==> config.mk <==
export PLATFORM = sky130hd
export DESIGN_NAME = sample_mem_arbiter
export DESIGN_NICKNAME = d
export VERILOG_FILES = /design/src/rtl/sample_mem_arbiter_pkg.sv /design/src/rtl/sample_mem_arbiter.sv
export SDC_FILE = /design/constraint.sdc
export NUM_CORES = 1
export LEC_CHECK = 0
export CORE_AREA = 2 2 70 72
export CTS_BUF_LIST = sky130_fd_sc_hd__clkbuf_4
export CTS_CLUSTER_DIAMETER = 30
export CTS_CLUSTER_SIZE = 25
export DETAILED_ROUTE_END_ITERATION = 16
export DIE_AREA = 0 0 72 74
export GPL_TIMING_DRIVEN = 0
export PLACE_DENSITY = 0.8
export SLEW_MARGIN = 20
export SYNTH_ARGS = -nofsm -noshare
export SYNTH_HDL_FRONTEND = slang
export SYNTH_SLANG_ARGS = --single-unit
==> constraint.sdc <==
create_clock -name clk -period 2.2 [get_ports clk]
set_input_delay 0.44 -clock clk [delete_from_list [all_inputs] [get_ports clk]]
set_output_delay 0.44 -clock clk [all_outputs]
set_load 0.005 [all_outputs]
==> src/rtl/sample_mem_arbiter_pkg.sv <==
`default_nettype none
// ============================================================================
//  Module  : sample_mem_arbiter_pkg
//  Purpose : Shared types for the sample-memory arbiter: FSM state encoding,
//            requester identifiers and the clogb2 width helper.
//  Ports   : none (package)
//  Rev     : 1.0  initial release
// ============================================================================
package sample_mem_arbiter_pkg;

  typedef enum logic [1:0] {
    ST_IDLE = 2'd0,
    ST_OWN0 = 2'd1,
    ST_OWN1 = 2'd2
  } arb_state_t;

  typedef enum logic {
    REQ_R0 = 1'b0,
    REQ_R1 = 1'b1
  } req_id_t;

  // Number of bits needed to represent 'value' (minimum 1).
  function automatic int clogb2(input int value);
    int v;
    int w;
    v = value;
    w = 0;
    while (v > 0) begin
      w = w + 1;
      v = v >> 1;
    end
    if (w == 0) w = 1;
    return w;
  endfunction

endpackage
`default_nettype wire

==> src/rtl/sample_mem_arbiter.sv <==
`default_nettype none
// ============================================================================
//  Module  : sample_mem_arbiter
//  Purpose : Round-robin burst arbiter sharing one sample-memory port between
//            R0 (frame loader) and R1 (host/debug). Routes 1-cycle-latency
//            read data back to the owner, flags completed frames and
//            out-of-range addresses.
//  Ports   : clk, rst            clock, asynchronous active-high reset
//            infer_busy          holds off R1 write beats
//            rX_req/we/adr/wdat/last   beat request from requester X
//            rX_gnt              beat accepted this cycle
//            rX_rvalid/rdat      read return, one cycle after the read beat
//            mem_rd_en/wr_en/adr/wdat  memory command, valid only on a beat
//            mem_rdat            memory read data (1-cycle latency)
//            frame_done          pulse after R0 writes address CHANNELS-1
//            adr_err             pulse on an accepted beat with adr >= CHANNELS
//  Rev     : 1.0  initial release
// ============================================================================
module sample_mem_arbiter
  import sample_mem_arbiter_pkg::*;
#(
  parameter int CHANNELS  = 128,
  parameter int AW        = 7,
  parameter int DW        = 16,
  parameter int MAX_BURST = 16
) (
  input  logic          clk,
  input  logic          rst,
  input  logic          infer_busy,
  input  logic          r0_req,
  input  logic          r0_we,
  input  logic [AW-1:0] r0_adr,
  input  logic [DW-1:0] r0_wdat,
  input  logic          r0_last,
  output logic          r0_gnt,
  output logic          r0_rvalid,
  output logic [DW-1:0] r0_rdat,
  input  logic          r1_req,
  input  logic          r1_we,
  input  logic [AW-1:0] r1_adr,
  input  logic [DW-1:0] r1_wdat,
  input  logic          r1_last,
  output logic          r1_gnt,
  output logic          r1_rvalid,
  output logic [DW-1:0] r1_rdat,
  output logic          mem_rd_en,
  output logic          mem_wr_en,
  output logic [AW-1:0] mem_adr,
  output logic [DW-1:0] mem_wdat,
  input  logic [DW-1:0] mem_rdat,
  output logic          frame_done,
  output logic          adr_err
);

  localparam int            CW        = clogb2(MAX_BURST);
  localparam logic [CW-1:0] BURST_END = CW'(MAX_BURST - 1);
  // One extra bit so the limit itself is representable when CHANNELS == 2**AW.
  localparam logic [AW:0]   ADR_LIMIT = (AW + 1)'(CHANNELS);
  localparam logic [AW-1:0] LAST_ADR  = AW'(CHANNELS - 1);

  arb_state_t    state, state_nxt;
  req_id_t       last_owner, last_owner_nxt;
  logic [CW-1:0] beat_cnt, beat_cnt_nxt;

  logic          rd_vld;
  req_id_t       rd_own;
  logic          rd_zero;

  logic          own0, own1;
  logic          beat_acc;
  logic          r1_held;
  logic          sel_req, sel_we, sel_last, oth_req;
  logic [AW-1:0] sel_adr;
  logic [DW-1:0] sel_wdat;
  logic          adr_bad;
  logic          burst_release;
  req_id_t       cur_id;

  assign own0 = (state == ST_OWN0);
  assign own1 = (state == ST_OWN1);

  // A host write while inference runs is stalled, never a host read.
  assign r1_held = own1 & r1_req & r1_we & infer_busy;
  assign r0_gnt  = own0 & r0_req;
  assign r1_gnt  = own1 & r1_req & ~(r1_we & infer_busy);
  assign beat_acc = r0_gnt | r1_gnt;

  // Owner-side view of the beat; only meaningful in an OWN state.
  assign cur_id   = own1 ? REQ_R1 : REQ_R0;
  assign sel_req  = own1 ? r1_req  : r0_req;
  assign sel_we   = own1 ? r1_we   : r0_we;
  assign sel_last = own1 ? r1_last : r0_last;
  assign sel_adr  = own1 ? r1_adr  : r0_adr;
  assign sel_wdat = own1 ? r1_wdat : r0_wdat;
  assign oth_req  = own1 ? r0_req  : r1_req;

  assign adr_bad = ({1'b0, sel_adr} >= ADR_LIMIT);

  // Out-of-range beats are accepted but never reach the memory.
  assign mem_wr_en = beat_acc &  sel_we & ~adr_bad;
  assign mem_rd_en = beat_acc & ~sel_we & ~adr_bad;
  assign mem_adr   = beat_acc ? sel_adr : '0;
  assign mem_wdat  = (beat_acc & sel_we) ? sel_wdat : '0;
  assign adr_err   = beat_acc & adr_bad;

  always_comb begin
    state_nxt      = state;
    last_owner_nxt = last_owner;
    beat_cnt_nxt   = beat_cnt;
    burst_release  = 1'b0;
    case (state)
      ST_IDLE: begin
        if (r0_req && (!r1_req || last_owner == REQ_R1)) begin
          state_nxt = ST_OWN0;
        end else if (r1_req) begin
          state_nxt = ST_OWN1;
        end
      end
      ST_OWN0, ST_OWN1: begin
        if (beat_acc) beat_cnt_nxt = beat_cnt + 1'b1;
        // A stalled host write only keeps the port while the loader is quiet.
        burst_release = !sel_req
                      || (beat_acc && (sel_last || beat_cnt == BURST_END))
                      || (r1_held && r0_req);
        if (burst_release) begin
          last_owner_nxt = cur_id;
          beat_cnt_nxt   = '0;
          if (oth_req) state_nxt = own1 ? ST_OWN0 : ST_OWN1;
          else         state_nxt = ST_IDLE;
        end
      end
      default: state_nxt = ST_IDLE;
    endcase
  end

  always_ff @(posedge clk or posedge rst) begin
    if (rst) begin
      state      <= ST_IDLE;
      last_owner <= REQ_R1;
      beat_cnt   <= '0;
      rd_vld     <= 1'b0;
      rd_own     <= REQ_R0;
      rd_zero    <= 1'b0;
      frame_done <= 1'b0;
    end else begin
      state      <= state_nxt;
      last_owner <= last_owner_nxt;
      beat_cnt   <= beat_cnt_nxt;
      rd_vld     <= beat_acc & ~sel_we;
      rd_own     <= cur_id;
      rd_zero    <= adr_bad;
      frame_done <= r0_gnt & r0_we & (r0_adr == LAST_ADR);
    end
  end

  assign r0_rvalid = rd_vld & (rd_own == REQ_R0);
  assign r1_rvalid = rd_vld & (rd_own == REQ_R1);
  assign r0_rdat   = (r0_rvalid & ~rd_zero) ? mem_rdat : '0;
  assign r1_rdat   = (r1_rvalid & ~rd_zero) ? mem_rdat : '0;

endmodule
`default_nettype wire

==> summary.md <==
| Metric | Value |
|---|---|
| Clock Skews | `0.01462 ns` |
| Number of synthesized flops with an enable pin | `0` |
| Fraction of registers with async set/reset | `1.000` |
| IO buf count | `roughly 130` |
| CP peak stage delay | `0.41 ns` |
| # hold bufs at CTS | `0` |
| Synth unique cells | `35` |
| Slowest cell on the critical path | `dfrtp_1` |
| Mapped Nets | `250` |
| Buf+Inv Stages, Crit Path | `4` |
| Req. time, crit path | `~1.8 ns` |
| CTS Sinks | `11` |
| H-tree depth | `1` |
| Core area | `~4600 um^2` |
| Post-layout nets | `410` |
| Vias per inst | `4.995` |
| Post-synthesis cell count | `172` |
| Max-slew headroom | `0.6465` |
| VDD IR-drop max | `538.1 uV` |
| DP HPWL | `approximately 3900 um` |
| Synthesized flop and latch total | `11` |
| Grt total ovfl | `0` |
| CTS tree | `yes` |
| Final worst slack | `-0.07888 ns` |
| Lkg Pwr | `between 1 and 1.5 nW` |
| Clk Latency, worst-skew pair | `0.28 ns` |
| Worst Path Max Fanout | `6` |
| First-pass GRT wire length | `8328 um` |
| Count of final max-slew check failures | `0` |
| Count of final hold-check violations | `0` |
| Initial antenna violation count | `0` |
| Hold Path Class | `input pin to asynchronous set/reset pin` |
| Mapped Area | `between 1000 and 1500 um^2` |
| Outcome | `finished, violations left` |
| Fmax | `438.8 MHz` |
| Die height | `~74 um` |
| Unrepaired setup endpoints after global routing | `yes` |
| Failing checks | `negative setup slack` |
| Drt drc | `0` |
| CP startpoint kind | `flip-flop` |
| GRT Util Overall | `0.1942` |
| CP cell instances | `inv_2, ha_4, mux2_4, o21ai_4, buf_6, buf_6, nor2_1, buf_2` |
| Tcrit/Tclk final | `1.036` |
| Critical Path AT | `approximately 1.8 ns` |
| CTS buffer count | `3` |
| CP Class | `flip-flop to output pin` |
| Register area | `roughly 280 um^2` |
| Vias in the first global route | `roughly 1.9k` |
| Final WL | `between 5000 and 6000 um` |
| Largest net degree at the start of global routing | `12` |
| Most numerous cell in the Yosys netlist | `nor2_1` |
| Number of max-cap violations | `0` |
| Top cells by count, synth | `nor2_1, mux2i_1, and2_1, and3_1, nand2_1` |
| Post-synthesis sequential area ratio | `0.2067` |
| Area share of the largest cell type after synthesis | `0.1871` |
| DR vias | `about 1.9k` |
| Most common cell on crit path | `buf_6` |
| Num ports | `134` |
| Average size of a mapped cell | `about 7.8 um^2` |
| Syn. warnings | `0` |
| Starting DRT DRC Count | `50` |
| Area of the multi-input gates | `roughly 1100 um^2` |
| Minimum clock period | `about 2.3 ns` |
| Most area-consuming cells after synthesis | `dfrtp_1, mux2i_1, and2_1` |
| PwrDens | `~700 nW/um^2` |
| WHS | `0.4560 ns` |
| Gpl congestion | `0.8689` |
| Die W | `a little over 70 um` |
| Crit path capture type | `output pin` |
| Worst-path clk slew | `~0.09 ns` |
| DR pass1 iterations | `5` |
| Post-route ant nets | `0` |
| Area grow syn2layout | `125.6%` |
| Placement Rows | `25` |
| N_diodes | `0` |
| Layout cells sized above 1 | `0.2991` |
| Tightest Pin Transition | `roughly 0.53 ns` |
| Initial Util | `0.2909` |
| Root buf cell | `clkbuf_4` |
| Cell Area, Placed | `~2700 um^2` |
| Max Root-Sink Buffers | `2` |
| Cell type with the largest total area after synthesis | `dfrtp_1` |
| Setup violators final | `16` |
| Fill count | `approximately 380` |
| Top_reg_cell synth | `dfrtp_1` |
| Largest delay share family, worst path | `buffers and inverters` |
| Post-DR wirelength/cell | `between 10 and 15 um` |
| Finished Cell Area | `just over 3000 um^2` |
| Die area | `between 5000 and 6000 um^2` |
## cells in the final DEF, fill, tap and decap left out, types with 2 or more instances in the layout
cell type / n
a22o_1: 2
a22oi_1: 2
a32o_1: 2
and2_1: 18
and3_1: 18
buf_2: 18
buf_4: 20
buf_6: 9
clkbuf_2: 8
clkbuf_4: 4
clkdlybuf4s50_1: 104
dfrtp_1: 7
dfrtp_2: 3
dlygate4sd2_1: 3
ha_1: 4
ha_4: 3
inv_1: 5
inv_2: 2
mux2_1: 2
mux2i_1: 20
mux2i_2: 2
nand2_1: 9
nand4_1: 2
nor2_1: 13
nor2_2: 13
nor2_4: 2
nor2b_1: 2
nor3_1: 2
o21ai_0: 5
o21ai_1: 2
o31ai_1: 2
## metal layers
metal,global-route usage,vias up,wire [um],share of wire
met4,0.06709,0,100,0.019
met2,0.3611,144,2568,0.48
li1,-,922,-,-
met1,0.2181,849,2040,0.38
met5,0,-,0,0
met3,0.04607,8,599,0.11
## cells by family after synthesis
kind of cell / share of synthesized area
simple gates: 0.3284
mux: 0.2058
compound gates: 0.1338
buf+inv: 0.05706
flops: 0.2067
fa+ha+maj: 0.06548
other cells: 0.002804
## report_power, final
group	internal (mW)	switching (mW)
registers	0.281	0.0733
logic	0.884	0.744
clock network	0.0825	0.0795
## through the flow
| stage | setup slack (ns) | TNS, ns | power, mW | instances | util |
|---|---|---|---|---|---|
| after detailed placement | -0.7653 | -16.29 | 1.642 | 358 | 0.5929 |
| after CTS | -0.08799 | -0.8280 | 2.014 | 381 | 0.6446 |
| after global placement | -0.7377 | -15.49 | 1.618 | 358 | 0.5929 |
| after global routing | -0.1478 | -1.900 | 2.306 | 385 | 0.6563 |
| after floorplan | 0.1257 | 0 | 1.104 | 172 | - |
| final | -0.07888 | -0.6609 | 2.144 | 385 | 0.6563 |
## final timing paths
kind                       slack [ns]         from           end  cells after the start
setup / recovery                -0.08     state[0]  mem_wdat[12]                      8
min in group clk                 0.48  beat_cnt[4]   beat_cnt[4]                      2
max in group asynchronous        1.39          rst    last_owner                      2
hold / removal                   0.46          rst    frame_done                      2
hold reg to reg                  0.48  beat_cnt[4]   beat_cnt[4]                      2
setup reg to reg                 0.10     state[0]      state[0]                      8
## registers in the layout (all words and copies together) (netlist names)
register / flops
beat_cnt: 5
frame_done: 1
last_owner: 1
rd_own: 1
rd_vld: 1
state: 2
## repair_timing
action,CTS,global route
gates resized for setup,128,34
gates cloned,1,0
setup endpoints to repair,44,37
setup buffers,18,6
pin swaps,21,7
endpoints found under the hold margin,0,0
## final cells by class
type                    count  share of cell area
repair buffers            157              0.4689
multi-input cells         144              0.3765
flip-flops and latches     11             0.09287
well taps                  54             0.02239
plain buffers               8             0.02073
clock buffers               4            0.009950
inverters                   7            0.008706
No activity file was read; power rests on OpenSTA's default activity.
